**src/rtl/x_uart_pkg.sv**
```systemverilog
// Shared types and constants for the x_uart block family.
package x_uart_pkg;

    typedef enum logic [2:0] {
        IDLE,
        START,
        DATA,
        PARITY,
        STOP,
        BRK_WAIT
    } uart_rx_state_t;

    localparam int unsigned UART_PAR_NONE = 0;
    localparam int unsigned UART_PAR_ODD  = 1;
    localparam int unsigned UART_PAR_EVEN = 2;

    // Parity error for a given mode; xor_all is XOR over data bits and parity bit.
    function automatic logic parity_err(input int unsigned mode, input logic xor_all);
        logic err;
        err = 1'b0;
        if (mode == UART_PAR_ODD) begin
            err = ~xor_all;
        end else if (mode == UART_PAR_EVEN) begin
            err = xor_all;
        end
        return err;
    endfunction

endpackage

```
**src/rtl/x_uart_sync.sv**
```systemverilog
// Three-flop synchroniser for an idle-high serial line: delivers the stage-2
// level and a falling-edge strobe taken between stages 2 and 3.
module x_uart_sync (
    input  logic i_clk,
    input  logic i_rst,
    input  logic i_rx,
    output logic o_level,
    output logic o_fall_c
);

    logic [2:0] sync_q;

    // Shift the asynchronous line through three flops; reset to the idle level.
    always_ff @(posedge i_clk or posedge i_rst) begin
        if (i_rst) begin
            sync_q <= 3'b111;
        end else begin
            sync_q <= {sync_q[1:0], i_rx};
        end
    end

    assign o_level  = sync_q[1];
    assign o_fall_c = sync_q[2] & ~sync_q[1];

endmodule

```
**src/rtl/x_uart_rx_frame.sv**
```systemverilog
// Parametrised UART receiver: 5..9 data bits LSB first, optional odd/even
// parity, 1 or 2 checked stop bits, false-start rejection, error flags.
// Optional break detection is enabled by defining X_UART_RX_BREAK_EN.
module x_uart_rx_frame
    import x_uart_pkg::*;
#(
    parameter int unsigned p_clk_hz    = 1000000,
    parameter int unsigned p_baud      = 9600,
    parameter int unsigned p_data_bits = 8,
    parameter int unsigned p_parity    = 0,
    parameter int unsigned p_stop_bits = 1
) (
    input  logic                   i_clk,
    input  logic                   i_rst,
    input  logic                   i_rx,
    output logic                   o_valid,
    output logic [p_data_bits-1:0] o_data,
    output logic                   o_parity_err,
    output logic                   o_frame_err,
    output logic                   o_break
);

    localparam int unsigned BIT_P = p_clk_hz / p_baud;
    localparam int unsigned HALF  = BIT_P / 2;
    localparam int unsigned DW    = p_data_bits;
    localparam int unsigned TMR_W = $clog2(BIT_P);
    localparam int unsigned CNT_W = $clog2(p_data_bits + 1);

    // Reject unsupported configurations at elaboration.
    if (p_data_bits < 5 || p_data_bits > 9) begin : g_bad_data_bits
        $error("x_uart_rx_frame: p_data_bits must be 5..9");
    end
    if (p_parity > 2) begin : g_bad_parity
        $error("x_uart_rx_frame: p_parity must be 0..2");
    end
    if (p_stop_bits < 1 || p_stop_bits > 2) begin : g_bad_stop_bits
        $error("x_uart_rx_frame: p_stop_bits must be 1 or 2");
    end
    if (BIT_P < 8) begin : g_bad_bit_period
        $error("x_uart_rx_frame: p_clk_hz/p_baud must be >= 8");
    end

    logic           rx_lvl;
    logic           rx_fall_c;

    uart_rx_state_t state_q, state_d;
    logic [TMR_W-1:0] timer_q, timer_d;
    logic [CNT_W-1:0] bitcnt_q, bitcnt_d;
    logic [DW-1:0]  shift_q, shift_d;
    logic           par_bit_q, par_bit_d;
    logic           ferr_acc_q, ferr_acc_d;
    logic           valid_q, valid_d;
    logic [DW-1:0]  data_q, data_d;
    logic           perr_q, perr_d;
    logic           ferr_q, ferr_d;

    logic           wrap_c;
    logic           mid_c;
    logic           last_data_c;
    logic           last_stop_c;

`ifdef X_UART_RX_BREAK_EN
    logic           all_low_q, all_low_d;
    logic           break_q, break_d;
    logic           brk_c;
`endif

    x_uart_sync u_sync (
        .i_clk    (i_clk),
        .i_rst    (i_rst),
        .i_rx     (i_rx),
        .o_level  (rx_lvl),
        .o_fall_c (rx_fall_c)
    );

    assign wrap_c      = (timer_q == TMR_W'(BIT_P - 1));
    assign mid_c       = (timer_q == TMR_W'(HALF));
    assign last_data_c = (bitcnt_q == CNT_W'(DW - 1));
    assign last_stop_c = (bitcnt_q == CNT_W'(p_stop_bits - 1));
`ifdef X_UART_RX_BREAK_EN
    // Break: every sample since the start bit, including this last stop, was low.
    assign brk_c       = all_low_q & ~rx_lvl;
`endif

    // State, datapath and registered outputs.
    always_ff @(posedge i_clk or posedge i_rst) begin
        if (i_rst) begin
            state_q    <= IDLE;
            timer_q    <= '0;
            bitcnt_q   <= '0;
            shift_q    <= '0;
            par_bit_q  <= 1'b0;
            ferr_acc_q <= 1'b0;
            valid_q    <= 1'b0;
            data_q     <= '0;
            perr_q     <= 1'b0;
            ferr_q     <= 1'b0;
`ifdef X_UART_RX_BREAK_EN
            all_low_q  <= 1'b0;
            break_q    <= 1'b0;
`endif
        end else begin
            state_q    <= state_d;
            timer_q    <= timer_d;
            bitcnt_q   <= bitcnt_d;
            shift_q    <= shift_d;
            par_bit_q  <= par_bit_d;
            ferr_acc_q <= ferr_acc_d;
            valid_q    <= valid_d;
            data_q     <= data_d;
            perr_q     <= perr_d;
            ferr_q     <= ferr_d;
`ifdef X_UART_RX_BREAK_EN
            all_low_q  <= all_low_d;
            break_q    <= break_d;
`endif
        end
    end

    // Next-state decode.
    always_comb begin
        state_d = state_q;
        case (state_q)
            IDLE: begin
                if (rx_fall_c) state_d = START;
            end
            START: begin
                if (mid_c) state_d = rx_lvl ? IDLE : DATA;
            end
            DATA: begin
                if (wrap_c && last_data_c) begin
                    state_d = (p_parity != UART_PAR_NONE) ? PARITY : STOP;
                end
            end
            PARITY: begin
                if (wrap_c) state_d = STOP;
            end
            STOP: begin
                if (wrap_c && last_stop_c) begin
`ifdef X_UART_RX_BREAK_EN
                    state_d = brk_c ? BRK_WAIT : IDLE;
`else
                    state_d = IDLE;
`endif
                end
            end
`ifdef X_UART_RX_BREAK_EN
            BRK_WAIT: begin
                if (rx_lvl) state_d = IDLE;
            end
`endif
            default: state_d = IDLE;
        endcase
    end

    // Bit timing, sampling and next values of the registered outputs.
    always_comb begin
        timer_d    = timer_q;
        bitcnt_d   = bitcnt_q;
        shift_d    = shift_q;
        par_bit_d  = par_bit_q;
        ferr_acc_d = ferr_acc_q;
        valid_d    = 1'b0;
        data_d     = data_q;
        perr_d     = perr_q;
        ferr_d     = ferr_q;
`ifdef X_UART_RX_BREAK_EN
        all_low_d  = all_low_q;
        break_d    = 1'b0;
`endif
        case (state_q)
            IDLE: begin
                timer_d    = '0;
                bitcnt_d   = '0;
                ferr_acc_d = 1'b0;
`ifdef X_UART_RX_BREAK_EN
                all_low_d  = 1'b1;
`endif
            end
            START: begin
                // Restart at the start-bit centre so later wraps land mid-bit.
                timer_d = mid_c ? '0 : timer_q + TMR_W'(1);
            end
            DATA: begin
                timer_d = wrap_c ? '0 : timer_q + TMR_W'(1);
                if (wrap_c) begin
                    shift_d  = {rx_lvl, shift_q[DW-1:1]};
                    bitcnt_d = last_data_c ? '0 : bitcnt_q + CNT_W'(1);
`ifdef X_UART_RX_BREAK_EN
                    all_low_d = all_low_q & ~rx_lvl;
`endif
                end
            end
            PARITY: begin
                timer_d = wrap_c ? '0 : timer_q + TMR_W'(1);
                if (wrap_c) begin
                    par_bit_d = rx_lvl;
`ifdef X_UART_RX_BREAK_EN
                    all_low_d = all_low_q & ~rx_lvl;
`endif
                end
            end
            STOP: begin
                timer_d = wrap_c ? '0 : timer_q + TMR_W'(1);
                if (wrap_c) begin
                    if (last_stop_c) begin
                        valid_d  = 1'b1;
                        data_d   = shift_q;
                        perr_d   = parity_err(p_parity, (^shift_q) ^ par_bit_q);
                        ferr_d   = ferr_acc_q | ~rx_lvl;
                        bitcnt_d = '0;
`ifdef X_UART_RX_BREAK_EN
                        break_d  = brk_c;
`endif
                    end else begin
                        ferr_acc_d = ferr_acc_q | ~rx_lvl;
                        bitcnt_d   = bitcnt_q + CNT_W'(1);
`ifdef X_UART_RX_BREAK_EN
                        all_low_d  = all_low_q & ~rx_lvl;
`endif
                    end
                end
            end
            default: begin
                timer_d  = '0;
                bitcnt_d = '0;
            end
        endcase
    end

    assign o_valid      = valid_q;
    assign o_data       = data_q;
    assign o_parity_err = perr_q;
    assign o_frame_err  = ferr_q;
`ifdef X_UART_RX_BREAK_EN
    assign o_break      = break_q;
`else
    assign o_break      = 1'b0;
`endif

endmodule
```
**config.mk**
```make
export PLATFORM = sky130hd
export DESIGN_NAME = x_uart_rx_frame
export DESIGN_NICKNAME = d
export VERILOG_FILES = /design/src/rtl/x_uart_pkg.sv /design/src/rtl/x_uart_sync.sv /design/src/rtl/x_uart_rx_frame.sv
export SDC_FILE = /design/constraint.sdc
export NUM_CORES = 1
export LEC_CHECK = 0
export ABC_AREA = 1
export CAP_MARGIN = 40
export CORE_MARGIN = 3
export CORE_UTILIZATION = 35
export CTS_CLUSTER_SIZE = 10
export DETAILED_ROUTE_END_ITERATION = 8
export PLACE_DENSITY = 0.61
export SYNTH_ARGS = -nofsm -noshare
export SYNTH_HDL_FRONTEND = slang
export SYNTH_SLANG_ARGS = --single-unit
```
**constraint.sdc**
```tcl
create_clock -name i_clk -period 1.4 [get_ports i_clk]
set_input_delay 0.14 -clock i_clk [delete_from_list [all_inputs] [get_ports i_clk]]
set_output_delay 0.14 -clock i_clk [all_outputs]
set_load 0.02 [all_outputs]
```
=== Word-level counts from Yosys, hierarchy flattened ===
Index checks and enable logic that the tools add are counted.

* Word-level logic and storage cells: 63
* Register bits after elaboration: 36
* Input port bits: 3
* Output and inout port bits: 12

* Reduce and logical (&&, ||, !) cells: 12
* Add/subtract/negate cells: 2
* Mux-type cells: 21
* Eq/ne operators: 15
* Bitwise operators: 4

{| class="wikitable"
|+ Operator list
! cell !! count
|-
| two-way mux 4 bit || 4
|-
| inequality test 2 bit, second input constant || 8
|-
| two-way mux 3 bit || 5
|-
| one-hot mux 3 bit (5 select lines) || 1
|-
| two-way mux 7 bit || 2
|-
| one-hot mux 7 bit (2 select lines) || 1
|-
| one-hot mux 4 bit (3 select lines) || 1
|-
| AND reduction 3 bit || 3
|-
| adder 7 x 1 -> 7 bit, second input constant || 1
|-
| equality test 7 x 6 -> 1 bit, second input constant || 1
|-
| equality test 7 bit, second input constant || 1
|-
| equality test 3 x 2 -> 1 bit, second input constant || 2
|-
| two-way mux 1 bit || 5
|-
| AND reduction 5 bit || 1
|-
| adder 4 x 1 -> 4 bit, second input constant || 1
|-
| equality test 4 x 3 -> 1 bit, second input constant || 1
|-
| zero test 4 bit || 1
|-
| equality test 3 x 1 -> 1 bit, second input constant || 1
|-
| equality test 3 bit, second input constant || 1
|-
| zero test 3 bit || 1
|-
| OR reduction 3 bit || 1
|-
| logical AND 1 bit || 2
|-
| two-way mux 2 bit || 1
|-
| NOT 1 bit || 2
|-
| other kinds (6) || 6
|}

=== Depth between registers and ports, before layout ===
Gate-level depths: netlist (run 1).

* Depth after elaboration: 5
* Gate-level depth with buffers: 10
* Mapped depth without buffers: 10

=== Modules after synthesis ===
A second synthesis (run 1) with hierarchy kept.

* Cells, all modules: 211
* Area total of the unflattened synthesis: 1,788.0 um^2

{| class="wikitable"
|+ By module, submodules not included
! module !! instances !! sequential area each (um^2) !! cells an instance !! area an instance (um^2)
|-
| x_uart_rx_frame || 1 || 825.8 || 205 || 1,695.4
|-
| x_uart_sync || 1 || 78.8 || 6 || 92.6
|}

=== Worst setup path before layout (run 1) ===
Ideal clock, no wire load.

* Path type: reg2reg
* From: reg timer_q[0]
* To: reg data_q[1], in the netlist o_data[1]
* Slack: 10 ps
* Library setup time: 118 ps
* Clock period less this slack: 1,390 ps
* Data arrival time: 1,273 ps
* Buffers on the path: 1
* Required time: 1,282 ps
* Cell stages (with the launch flop): 10
* Path through: dfrtp_1 -> ha_1 -> nand2_1 -> inv_2 -> nand3_2 -> nor2_1 -> nand2_2 -> buf_6 -> nand2_1 -> o21ai_2

* Cells in the longest elaborated chain, start to end: 2

{| class="wikitable"
|+ Ends and longest elaborated chain
! what !! RTL line !! RTL
|-
| start, declared || x_uart_rx_frame.sv:47 || <nowiki>logic [TMR_W-1:0] timer_q, timer_d;</nowiki>
|-
| start signal, assigned || x_uart_rx_frame.sv:104 || <nowiki>timer_q <= timer_d;</nowiki>
|-
| equality test 7 bit || x_uart_rx_frame.sv:76 || <nowiki>assign wrap_c = (timer_q == TMR_W'(BIT_P - 1));</nowiki>
|-
| AND reduction 3 bit (no source line) || n/a ||
|-
| end signal, assigned || x_uart_rx_frame.sv:110 || <nowiki>data_q <= data_d;</nowiki>
|-
| end, declared || x_uart_rx_frame.sv:53 || <nowiki>logic [DW-1:0] data_q, data_d;</nowiki>
|}

Every way passes these cells.
A chain may end at the register's enable or synchronous reset.

=== Worst setup path in the final report (run 1) ===
* From: reg timer_q[1]
* To: reg timer_q[5]

* Cells in the longest elaborated chain, start to end: 3
* Elaborated cells on any way between the ends: 6
* Classes of those cells: add/sub (1); eq/ne (2); mux (3)

{| class="wikitable"
|+ Ends and longest elaborated chain
! what !! RTL line !! RTL
|-
| adder 7 x 1 -> 7 bit (tied with other cells) || n/a ||
|-
| two-way mux 7 bit, on equally long branches || n/a ||
|-
| one-hot mux 7 bit (2 select lines) * || x_uart_rx_frame.sv:171 || <nowiki>case (state_q)</nowiki>
|-
| via timer_d[5] || x_uart_rx_frame.sv:47 ||
|}

The timed path passes the listed nets; every way through them passes the cells marked *.

==> flow_metrics.tcl, run 1 <==
set metrics [dict create \
    status "finished with violations" \
    violations "negative setup slack" \
    worst_ep_required_time_ns 1.58 \
    grt_pass1_vias 1369 \
    r2r_start "timer_q[1]" \
    ios 15 \
    cp-end-kind "register" \
    r2r_end "timer_q[5]" \
    port_buffers 12 \
    cp-startpoint "timer_q[1]" \
    yosysSeqAreaShare 0.511 \
    post-dp-hpwl_mm 2.58 \
    syn_area_um2 1770 \
    yosys-top-cells-area "dfrtp_1 (47%), nand2_1 (8.7%), inv_1 (6.1%)" \
    rsz0062_at_grt "true" \
    ys_ff_latch 36 \
    cts_buffer_depth 2 \
    hp-class "primary input to async pin" \
    endpoint "timer_q[5]" \
    drtIter0Drc 70 \
    drv_cap 0 \
    vias_per_cell 4.49 \
    detail_route.wl_per_cell_um 11.1 \
    path_clk_slew_ns 0.08 \
    final_common_cell "nand2_1" \
    finalHoldViolCount 0 \
    vdd_drop_max_v 0.000965 \
    core_um2 4820 \
    ff2ff_path_depth 10 \
    hold_ws_ns 0.123 \
    synth_top_area_cell "dfrtp_1" \
    place_congestion 0.920 \
    postCtsHoldBufs 0 \
    vias 1409 \
    timing.fmax_ghz 0.680 \
    n_antenna_cell 0 \
    finalSetupViolCount 20 \
    clock_sinks 36 \
    path_class "register to register" \
    totalPowerFinal_w 0.00357 \
    maxSlewViolCount 0 \
    crit_chain "ha_4, nand2_2, inv_2, nand3_4, buf_6, nand2_4, inv_4, nor2_4, or2_1, inv_1" \
    cts_buffers 5 \
    num_rows 25 \
    ys_types 31 \
    ys_warn_count 0 \
    critPathArrivalTime_ns 1.65 \
    cpMaxStageDelayCell "dfrtp_1" \
    fin_crit_sh 1.05 \
    worst_path_largest_cell_delay_ns 0.43 \
    antenna_found_initial 0 \
    netlist_instances 202 \
    dp_slack_ns -0.105 \
    worst_slack_ns -0.0706 \
    cp-start-kind "register" \
    clk_latency_ns 0.28 \
    syn_area_per_cell_um2 8.77 \
    drt_wl_total_mm 3.47 \
    dieHeight_um 77.1 \
    yosysTopAreaCellShare 0.466 \
    drc 0 \
    die_area_um2 5950 \
    start_util 0.368 \
    h-tree-depth 2 \
    grt_max_degree 18 \
    drive_above_1_share 0.332 \
    nets 253 \
    skew_ns 0.00598 \
    critPathMaxFanout 6 \
    gr-usage-all-layers 0.128 \
    power_density_nw_per_um2 1500 \
    period_minus_slack_ns 1.47 \
    layout_common_cells "nand2_1 (36), dfrtp_1 (31), inv_1 (27)" \
    reg2reg_slack_ns -0.07 \
    detail-route-antenna-nets 0 \
    area_growth_syn_to_layout_pct 34.6 \
    first_pass_iters 4 \
    die_x_um 77.1 \
    nFillCells 482 \
    leakagePower_nw 1.27 \
    grt_pass1_wl_mm 6.09 \
    grt-ovfl-total 0 \
    clockRootBuffer "clkbuf_8" \
    cts_tree "yes" \
]
==> cell families (layout without fill, tap and decap cells) <==
logic type	count (synthesis)	after routing	synth area share
other cells	1	2	0.00212
flops	36	36	0.511
xor+xnor	4	4	0.0198
buf+inv	39	83	0.0967
fa+ha+maj	4	4	0.0282
simple gates	88	88	0.236
compound gates	30	30	0.107
==> state kept, by name, summed over array words and instances, names as in the netlist <==
signal,cells
o_valid,1
timer_q,7
u_sync.sync_q,3
ferr_acc_q,1
o_frame_err,1
state_q,3
shift_q,8
o_data,8
bitcnt_q,4
==> worst max-delay path, delay by kind of cell (launching register included) <==
family        cells  cell delay, ns
simple gates      5            0.48
flops             1            0.43
buf+inv           4            0.28
fa+ha+maj         1            0.17
==> power by group <==
part / internal (W) / switching [W] / leakage (nW) / total, W
Combinational: 0.000626 / 0.000764 / 0.727 / 0.00139
Sequential: 0.00115 / 0.000135 / 0.484 / 0.00128
Clock: 0.000529 / 0.000370 / 0.0552 / 0.000899
==> metal layers <==
| layer | up-vias | global-route usage | wire length, um |
|---|---|---|---|
| li1 | 717 | - | - |
| met1 | 659 | 0.163 | 1580 |
| met2 | 24 | 0.212 | 1700 |
| met3 | 9 | 0.0340 | 135 |
| met4 | 0 | 0.0427 | 55 |
| met5 | - | 0 | 0 |
==> cell usage after synthesis (all sizes together) <==
cell / instances
nand2: 48
buf: 4
a21oi: 1
dfstp: 3
nor2: 17
conb: 1
o31ai: 2
or2: 1
nor3: 4
inv: 35
nand3: 15
ha: 4
a21boi: 1
nand3b: 1
o21ai: 25
dfrtp: 33
xor2: 4
nor4: 1
nand4: 1
o22ai: 1
==> metrics by stage <==
step	instance area [um^2]	utilization	std cells	setup TNS, ns
6_report	2380	0.495	314	-0.488
5_1_grt	2380	0.495	314	-3.91
4_1_cts	2310	0.479	312	-0.525
3_5_place_dp	2140	0.444	301	-0.760
3_3_place_gp	2140	0.444	301	-0.145
2_1_floorplan	1780	-	203	0
==> final cells by class <==
| cell class | count | area, um^2 | area share |
|---|---|---|---|
| multi-input cells | 128 | 777 | 0.326 |
| inverters | 35 | 134 | 0.0561 |
| clock buffers | 6 | 72.6 | 0.0304 |
| well taps | 67 | 83.8 | 0.0352 |
| flip-flops and latches | 36 | 907 | 0.380 |
| repair buffers | 40 | 375 | 0.157 |
| clock inverters | 2 | 35.0 | 0.0147 |
==> worst min path at each step <==
stage                startpoint               end  slack (ns)  cells past startpoint
5_1_grt                   i_rst         o_data[2]        0.16                      2
3_3_place_gp   u_sync.sync_q[0]  u_sync.sync_q[1]        0.35                      0
6_report                  i_rst           o_valid        0.12                      2
3_5_place_dp   u_sync.sync_q[0]  u_sync.sync_q[1]        0.35                      0
2_1_floorplan              i_rx  u_sync.sync_q[0]        0.14                      0
4_1_cts                   i_rst           o_valid        0.13                      2
==> repair_timing <==
item	in CTS	in global routing
pin swaps	7	4
endpoints found under the hold margin	0	0
endpoints found under the setup margin	31	39
setup buffers	3	2
gates resized for setup	14	18
Note: power is estimated with default switching activity, not from simulation.
==> inputs of run 2 (changes only) <==
--- a/config.mk
+++ b/config.mk
@@ -12,6 +12,7 @@
 export CTS_CLUSTER_SIZE = 10
 export DETAILED_ROUTE_END_ITERATION = 8
 export PLACE_DENSITY = 0.61
+export SETUP_SLACK_MARGIN = 0.15
 export SYNTH_ARGS = -nofsm -noshare
 export SYNTH_HDL_FRONTEND = slang
 export SYNTH_SLANG_ARGS = --single-unit
==> flow_metrics.tcl, run 2 (synthesis results as in run 1) <==
set metrics [dict create \
    nFillCells 466 \
    ff2ff_path_depth 9 \
    rsz0062_at_grt "true" \
    detail_route.wl_per_cell_um 11.3 \
    hp-class "primary input to async pin" \
    dpl.cell_count 291 \
    seqCellArea_um2 907 \
    vias 1392 \
    clockRootBuffer "clkbuf_8" \
    drc 0 \
    num_rows 25 \
    postCtsHoldBufs 0 \
    multi_input_area_um2 851 \
    leakagePower_nw 1.15 \
    reg2reg_slack_ns -0.08 \
    path_depth 9 \
    placed_area_um2 2090 \
    cp-end-kind "register" \
    grt-ovfl-total 0 \
    worst_slack_ns -0.0849 \
    core_um2 4820 \
    power_density_nw_per_um2 1410 \
    place_congestion 0.794 \
    fin_crit_sh 1.06 \
    cp_common_cell "nand2_2" \
    die_area_um2 5950 \
    cts_buffer_depth 2 \
    p_comb_frac 0.412 \
    critPathArrivalTime_ns 1.70 \
    cpMaxStageDelayCell "dfrtp_1" \
    pwr-share-seq 0.383 \
    cp-startpoint "timer_q[1]" \
    ios 15 \
    path_clk_slew_ns 0.07 \
    worst_path_largest_cell_delay_ns 0.39 \
    post-dp-hpwl_mm 2.40 \
    status "finished with violations" \
    drtIter0Drc 45 \
    finalHoldViolCount 0 \
    timing.fmax_ghz 0.673 \
    gr-usage-all-layers 0.120 \
    clock_sinks 36 \
    crit_buf_inv 1 \
    antenna_found_initial 0 \
    vias_per_cell 4.59 \
    p_clk_frac 0.205 \
    first_pass_iters 4 \
    drt_wl_total_mm 3.41 \
    cts_tree "yes" \
    h-tree-depth 2 \
    p_switching_w 0.00126 \
    grt_pass1_wl_mm 5.72 \
    grt_pass1_vias 1278 \
    detail-route-antenna-nets 0 \
    maxSlewViolCount 0 \
    cp-start-kind "register" \
    p_int_w 0.00205 \
    drv_cap 0 \
    p_sw_frac 0.379 \
    layout_common_cells "nand2_1 (32), dfrtp_1 (31), inv_1 (23)" \
    dieHeight_um 77.1 \
    cts_buffers 5 \
    r2r_start "timer_q[1]" \
    port_buffers 12 \
    crit_family "simple AND/OR/NAND/NOR gates" \
    nets 243 \
    start_util 0.368 \
    die_x_um 77.1 \
    endpoint "state_q[0]" \
    area_growth_syn_to_layout_pct 32.1 \
    n_antenna_cell 0 \
    path_class "register to register" \
    grt_max_degree 37 \
    design_area_um2 2340 \
    skew_ns 0.00396 \
    r2r_end "state_q[0]" \
    drive_above_1_share 0.373 \
    final_common_cell "nand2_1" \
    crit_chain "ha_2, nand3_2, nor2_4, nand2_2, nand2_2, inv_2, nor2_2, nand3_1, nand2_1" \
    vdd_drop_max_v 0.000785 \
    worst_ep_required_time_ns 1.62 \
    critPathMaxFanout 4 \
    clk_latency_ns 0.28 \
    finalSetupViolCount 13 \
    violations "negative setup slack" \
    period_minus_slack_ns 1.48 \
    fin_cells 303 \
]
-- run 2: changes by cell type in the layout (fill, tap and decap cells not counted), moves of 3 or more --
cell and change:
buf_4 -10, dlygate4sd2_1 +9, dlymetal6s2s_1 -7, inv_1 -4, nand2_1 -4, nor2_1 -4
nor2_2 +4, inv_2 +3, nand2_4 +3, nand3_1 -3
-- run 2: power by group through the flow --
stage,registers [W],logic (W),clock network (W)
2_1_floorplan,0.00125,0.000757,0
3_3_place_gp,0.00127,0.00107,0
3_5_place_dp,0.00127,0.00108,0
4_1_cts,0.00126,0.00127,0.000701
5_1_grt,0.00128,0.00151,0.000750
6_report,0.00127,0.00136,0.000677
-- run 2: worst reg2reg max path, stage by stage, from the launching register on --
cell and delay (ns):
dfrtp_1 0.39, ha_2 0.23, nand3_2 0.11, nor2_4 0.20
nand2_2 0.09, nand2_2 0.09, inv_2 0.04, nor2_2 0.11
nand3_1 0.09, nand2_1 0.08
-- run 2: what timing repair did --
action,4_1_cts,5_1_grt
resized for setup,26,25
setup endpoints to repair,42,32
cloned,0,1
pin swaps,6,13
setup buffers,4,0
-- run 2: final cells by class --
class | instances | share of cell area
Sequential cell | 36 | 0.387
Multi-Input combinational cell | 128 | 0.363
Timing Repair Buffer | 30 | 0.122
Inverter | 35 | 0.0583
Tap cell | 67 | 0.0358
Clock buffer | 6 | 0.0310
Clock inverter | 1 | 0.00214
-- run 2: worst min path at each step --
stage / from / end / slack (ns) / depth (start not counted)
5_1_grt: i_rst / shift_q[0] / 0.22 / 3
3_5_place_dp: u_sync.sync_q[0] / u_sync.sync_q[1] / 0.35 / 0
4_1_cts: i_rst / timer_q[6] / 0.21 / 3
2_1_floorplan: i_rx / u_sync.sync_q[0] / 0.14 / 0
6_report: i_rst / timer_q[5] / 0.20 / 3
3_3_place_gp: u_sync.sync_q[0] / u_sync.sync_q[1] / 0.35 / 0
-- run 2: per-layer routing --
metal | up-vias | part of all wire | track usage
met5 | - | 0 | 0
met4 | 0 | 0.012 | 0.0427
met3 | 5 | 0.030 | 0.0329
met2 | 13 | 0.48 | 0.186
met1 | 672 | 0.48 | 0.160
li1 | 702 | - | -
-- run 2: stage by stage --
step                      power [W]  utilization  worst slack [ns]  hold slack (ns)  TNS, ns
after global routing        0.00355        0.486            -0.174            0.218    -2.46
after CTS                   0.00324        0.466           -0.0784            0.211   -0.725
after floorplan             0.00201            -            0.0222            0.144        0
after detailed placement    0.00235        0.433           -0.0841            0.349   -0.728
final                       0.00331        0.486           -0.0849            0.201   -0.820
after global placement      0.00235        0.433           -0.0393            0.347   -0.146
